### config.mk
export PLATFORM = sky130hd
export DESIGN_NAME = prefilter_bank_router
export DESIGN_NICKNAME = d
export VERILOG_FILES = /design/src/rtl/prefilter_pkg.sv /design/src/rtl/prefilter_blk_counter.sv /design/src/rtl/prefilter_bank_router.sv
export SDC_FILE = /design/constraint.sdc
export NUM_CORES = 1
export LEC_CHECK = 0
export CAP_MARGIN = 25
export CELL_PAD_IN_SITES_DETAIL_PLACEMENT = 1
export CELL_PAD_IN_SITES_GLOBAL_PLACEMENT = 2
export CORE_MARGIN = 4
export CORE_UTILIZATION = 31
export DETAILED_ROUTE_END_ITERATION = 6
export PLACE_DENSITY = 0.73
export SLEW_MARGIN = 15
export SYNTH_ARGS = -nofsm -noshare
export SYNTH_HDL_FRONTEND = slang
export SYNTH_SLANG_ARGS = --single-unit
### constraint.sdc
create_clock -name clk -period 2.32 [get_ports clk]
set_input_delay 0.348 -clock clk [delete_from_list [all_inputs] [get_ports clk]]
set_output_delay 0.348 -clock clk [all_outputs]
set_load 0.005 [all_outputs]
### src/rtl/prefilter_pkg.sv
// Shared types and constants for the pre-filter bank router.
package prefilter_pkg;

    typedef enum logic [1:0] {
        IDLE = 2'b00,
        RUN  = 2'b01
    } state_e;

    localparam logic MODE_RR    = 1'b0;
    localparam logic MODE_BCAST = 1'b1;

endpackage

### src/rtl/prefilter_blk_counter.sv
// Sample-within-block counter with terminal-count flag, plus the bank index
// that advances (and wraps) when a block completes.
module prefilter_blk_counter
    import prefilter_pkg::*;
#(
    parameter int unsigned LEN_W     = 13,
    parameter int unsigned NUM_BANKS = 2,
    parameter int unsigned BANK_W    = 1
) (
    input  logic              clk,
    input  logic              reset,
    input  logic              ce,
    input  logic              clear,
    input  logic              accept,
    input  logic              bank_adv_en,
    input  logic [LEN_W-1:0]  len,
    output logic              tc,
    output logic [BANK_W-1:0] bank
);

    localparam logic [BANK_W-1:0] LastBank = BANK_W'(NUM_BANKS - 1);

    logic [LEN_W-1:0]  cnt_q, cnt_d;
    logic [BANK_W-1:0] bank_q, bank_d;

    // len is never 0 (clamped on latch), so len-1 cannot underflow.
    assign tc   = (cnt_q == len - LEN_W'(1));
    assign bank = bank_q;

    always_comb begin
        cnt_d  = cnt_q;
        bank_d = bank_q;
        if (clear) begin
            cnt_d  = '0;
            bank_d = '0;
        end else if (accept) begin
            if (tc) begin
                cnt_d = '0;
                if (bank_adv_en) begin
                    bank_d = (bank_q == LastBank) ? '0 : bank_q + BANK_W'(1);
                end
            end else begin
                cnt_d = cnt_q + LEN_W'(1);
            end
        end
    end

    always_ff @(posedge clk or posedge reset) begin
        if (reset) begin
            cnt_q  <= '0;
            bank_q <= '0;
        end else if (ce) begin
            cnt_q  <= cnt_d;
            bank_q <= bank_d;
        end
    end

endmodule

### src/rtl/prefilter_bank_router.sv
// Steers packer samples into NUM_BANKS pre-filter FIFO banks, round-robin per
// block or broadcast, with full backpressure, block-done pulse and sticky overflow.
module prefilter_bank_router
    import prefilter_pkg::*;
#(
    parameter  int unsigned NUM_BANKS   = 2,
    parameter  int unsigned WR_PER_BANK = 2,
    parameter  int unsigned LEN_W       = 13,
    localparam int unsigned BANK_W      = $clog2(NUM_BANKS)
) (
    input  logic                             clk,
    input  logic                             reset,
    input  logic                             ce,
    input  logic                             enable,
    input  logic                             mode,
    input  logic [LEN_W-1:0]                 packer_len,
    input  logic                             blk_rdy,
    input  logic [NUM_BANKS-1:0]             bank_full,
    input  logic                             overflow_clr,
    output logic [NUM_BANKS*WR_PER_BANK-1:0] fifo_wr,
    output logic [BANK_W-1:0]                cur_bank,
    output logic                             block_done,
    output logic                             overflow
);

    state_e state_q, state_d;

    logic [LEN_W-1:0]  len_q;
    logic              mode_q;
    logic [BANK_W-1:0] bank;
    logic              tc;
    logic              run;
    logic              tfull;
    logic              accept;
    logic              drop;
    logic              wr_en;
    logic              block_done_d, block_done_q;
    logic              overflow_d, overflow_q;

    logic [NUM_BANKS-1:0]             target;
    logic [NUM_BANKS*WR_PER_BANK-1:0] fifo_wr_d, fifo_wr_q;

    // Dropping enable aborts the run, so it masks any write in the same cycle.
    assign run    = (state_q == RUN) && enable;
    assign tfull  = |(target & bank_full);
    assign accept = run && blk_rdy && !tfull;
    assign drop   = run && blk_rdy && tfull;

    prefilter_blk_counter #(
        .LEN_W     (LEN_W),
        .NUM_BANKS (NUM_BANKS),
        .BANK_W    (BANK_W)
    ) u_blk_counter (
        .clk         (clk),
        .reset       (reset),
        .ce          (ce),
        .clear       (!run),
        .accept      (accept),
        .bank_adv_en (mode_q == MODE_RR),
        .len         (len_q),
        .tc          (tc),
        .bank        (bank)
    );

    for (genvar b = 0; b < NUM_BANKS; b++) begin : g_bank
        assign target[b] = (mode_q == MODE_BCAST) || (bank == BANK_W'(b));
        assign fifo_wr_d[b*WR_PER_BANK +: WR_PER_BANK] = {WR_PER_BANK{wr_en && target[b]}};
    end

    always_ff @(posedge clk or posedge reset) begin
        if (reset) begin
            state_q <= IDLE;
        end else if (ce) begin
            state_q <= state_d;
        end
    end

    always_comb begin
        state_d = state_q;
        case (state_q)
            IDLE:    if (enable) state_d = RUN;
            RUN:     if (!enable) state_d = IDLE;
            default: state_d = IDLE;
        endcase
    end

    always_comb begin
        wr_en        = 1'b0;
        block_done_d = 1'b0;
        overflow_d   = overflow_q;
        if (accept) begin
            wr_en        = 1'b1;
            block_done_d = tc;
        end
        if (drop) begin
            overflow_d = 1'b1;
        end else if (overflow_clr) begin
            overflow_d = 1'b0;
        end
    end

    // Block length and mode are frozen for the whole run.
    always_ff @(posedge clk or posedge reset) begin
        if (reset) begin
            len_q  <= LEN_W'(1);
            mode_q <= MODE_RR;
        end else if (ce && state_q == IDLE && enable) begin
            len_q  <= (packer_len == '0) ? LEN_W'(1) : packer_len;
            mode_q <= mode;
        end
    end

    always_ff @(posedge clk or posedge reset) begin
        if (reset) begin
            fifo_wr_q    <= '0;
            block_done_q <= 1'b0;
            overflow_q   <= 1'b0;
        end else if (ce) begin
            fifo_wr_q    <= fifo_wr_d;
            block_done_q <= block_done_d;
            overflow_q   <= overflow_d;
        end else begin
            fifo_wr_q    <= '0;
            block_done_q <= 1'b0;
        end
    end

    assign fifo_wr    = fifo_wr_q;
    assign cur_bank   = bank;
    assign block_done = block_done_q;
    assign overflow   = overflow_q;

endmodule

==> qor.csv <==
stage,metric,value,unit
status,outcome,completed,
place,place_congestion,0.756,
logic_synthesis,synth_mux_area_share,8.98,%
power,ir_drop,429,uV
floorplan,die_y,88.5,um
cts,h-tree-depth,2,
worst_setup_path,cp_max_fo,5,
detailed_routing,drtIter0Drc,33,
timing,finalCritPeriodShare,93.0,%
power,power.leakage,1.04,nW
logic_synthesis,syn-num-nets,226,
detailed_routing,wire_per_inst,16.2,um
global_routing,grt_first_pass_wirelength,8420,um
logic_synthesis,synth_edf_count,0,
timing,tightest_slew,510,ps
floorplan,dieArea,7830,um^2
logic_synthesis,synth_xor_area_share,10.5,%
logic_synthesis,yosysTopAreaCell,dfrtp_1,
global_routing,grt_start_max_net_pins,34,
final_layout,area_delta_synth_final,29.4,%
place,io_buffers,28,
cts,cts-root-buf,clkbuf_8,
floorplan,rows,29,
worst_setup_path,rr_startpoint,len_q[0],
cts,insertion_delay,280,ps
timing,tns,0,ps
final_layout,final_cells,318,
hold_path,min_path_type,in -> async,
logic_synthesis,netlist_area,2010,um^2
worst_setup_path,start_kind,flop,
global_routing,grt.total_usage,14.2,%
timing,drv_slew,0,
worst_setup_path,ff2ff_path_depth,8,
timing,holdWs,457,ps
cts,cts_tree,built,
timing,fin_worst_skew,2.37,ps
timing,timing.fmax,463,MHz
logic_synthesis,yosysWarnings,0,
worst_setup_path,cp-end-kind,flop,
final_layout,final_util,41.1,%
floorplan,die_w,88.5,um
logic_synthesis,synth_top_family_by_area,simple AND/OR/NAND/NOR gates,
place,place_inst,310,
place,dp_hpwl,3890,um
global_routing,antenna_found_initial,0,
logic_synthesis,ys_top_cells_by_area,"dfrtp_1 (40%), xnor2_1 (8.7%), mux2_2 (7.3%)",
worst_setup_path,worstReg2RegEnd,u_blk_counter.bank,
logic_synthesis,ys_types,47,
logic_synthesis,yosys.area_share.simple,24.6,%
detailed_routing,ant_nets,0,
logic_synthesis,async_reset_ff_share,100,%
logic_synthesis,yosysSeqAreaShare,41.2,%
final_layout,n_antenna_cell,0,
cts,clockBufferDepth,2,
logic_synthesis,yosys_most_used_dff,dfrtp_1,
timing,period_needed,2160,ps
logic_synthesis,synth-compound-area-share,9.16,%
floorplan,io_pins,29,
timing,setup_viol,0,
global_routing,grt_pass1_vias,1638,
timing,hold_violations,0,
logic_synthesis,synthAdderAreaFrac,1.87,%
detailed_routing,drt_wl_total,5150,um
worst_setup_path,path_class,reg -> reg,
cts,cts_setup_buffers,0,
logic_synthesis,netlist.area_leader.share,39.9,%
final_layout,fill_cells,728,
detailed_routing,drc,0,
timing,slew_headroom,65.7,%
worst_setup_path,r2r_setup_slack,160,ps
logic_synthesis,synth_area_per_cell,9.98,um^2
run,maxCapViolCount,0,
floorplan,start_util,31.8,%
final_layout,nets,265,
worst_setup_path,critPathRequiredTime,2490,ps
floorplan,core,6310,um^2
detailed_routing,firstDrtPassIters,4,
power,powerDensity,927,nW/um^2
logic_synthesis,ys_ff_latch,33,
logic_synthesis,synthCells,201,
logic_synthesis,yosysMostFrequentCell,dfrtp_1,
power,total_power,2.41,mW
cts,path_clk_slew,70,ps
cts,cts_buffers,5,
final_layout,drive_gt1_share,18.7,%
cts,cts.sinks,33,
worst_setup_path,worst-endpoint-arrival,2330,ps
logic_synthesis,synth_common_cells,"dfrtp_1 (32), nor3_1 (22), xnor2_1 (20)",
detailed_routing,viasPerCell,5.10,
global_routing,gr-total-overflow,0,
detailed_routing,num_vias,1623,
metrics by stage:
step	setup WS [ps]	cell area (um^2)
finish	162	2600
detailed placement	69.7	2450
CTS	43.0	2560
floorplan	39.6	2010
global route	-2.37	2600
global placement	121	2450
kinds of logic after synthesis:
| group | after synthesis |
|---|---|
| muxes | 15 |
| adders and majority gates | 3 |
| AOI/OAI and AO/OA | 25 |
| and+or+nand+nor | 85 |
| DFF | 33 |
| xor gates and xnor gates | 24 |
| buffers and inverters | 16 |
repair_timing:
| action | in CTS | in global routing |
|---|---|---|
| hold buffers | 0 | 0 |
| hold endpoints to repair | 0 | 0 |
| gates resized for setup | 0 | 6 |
| setup endpoints to repair | 0 | 14 |
metal layers:
| metal | track usage, % | share of wire, % |
|---|---|---|
| met5 | 0 | 0 |
| met4 | 4.53 | 1.2 |
| met3 | 2.61 | 2.6 |
| met2 | 22.0 | 46 |
| met1 | 20.2 | 50 |
sequential cells by signal, indices dropped and copies added (netlist names):
signal and count:
len_q 13, u_blk_counter.cnt_q 13, fifo_wr 2, block_done 1, mode_q 1, overflow 1, state_q 1, u_blk_counter.bank 1
how the worst max path moves through the flow:
stage	from	end	slack, ps	depth (start not counted)
after CTS	len_q[0]	u_blk_counter.cnt_q[1]	40	8
after global routing	len_q[0]	u_blk_counter.bank	-2	8
final	len_q[0]	u_blk_counter.bank	160	8
after global placement	len_q[0]	u_blk_counter.cnt_q[1]	120	8
after detailed placement	len_q[0]	u_blk_counter.cnt_q[1]	70	8
after floorplan	len_q[0]	u_blk_counter.cnt_q[12]	40	10
placed cells by master, fill, tap and decap left out, types with 2 or more instances in the layout:
| cell type | count |
|---|---|
| dfrtp_1 | 32 |
| nand4b_1 | 3 |
| xnor2_1 | 20 |
| and3_1 | 2 |
| nand4_1 | 3 |
| o21ai_0 | 4 |
| nor3_1 | 22 |
| nand2b_1 | 4 |
| a21oi_1 | 7 |
| nor2b_1 | 3 |
| nand3b_1 | 2 |
| xor2_1 | 4 |
| nand2_1 | 10 |
| o22ai_2 | 2 |
| ha_1 | 2 |
| nor4_1 | 3 |
| inv_1 | 5 |
| nor2_1 | 8 |
| clkbuf_8 | 6 |
| mux2_2 | 13 |
| clkdlybuf4s50_1 | 28 |
| buf_4 | 12 |
| nand3_1 | 9 |
| nor3b_1 | 4 |
| or3_1 | 2 |
| and4_1 | 4 |
power breakdown:
part | leakage, nW | internal (mW) | total, mW | switching, mW
Combinational | 0.559 | 0.495 | 0.942 | 0.447
Sequential | 0.427 | 0.723 | 0.897 | 0.174
Clock | 0.0585 | 0.350 | 0.567 | 0.217
Total | 1.04 | 1.57 | 2.41 | 0.838
critical path, cell delays in order (launching register included):
cell,delay (ps)
dfstp_2,540
inv_2,50
ha_4,170
buf_4,150
a221o_1,330
o311a_4,150
a21oi_2,150
nand4b_1,190
a211o_1,330
final cells by class:
type,count,area (um^2),share of cell area (%)
Clock inverter,1,30.0,1.16
Tap cell,77,96.3,3.71
Inverter,7,26.3,1.01
Clock buffer,7,86.3,3.33
Multi-Input combinational cell,152,1140,43.9
Sequential cell,33,827,31.9
Timing Repair Buffer,41,390,15.0
Power figures use the tool's default switching activity.
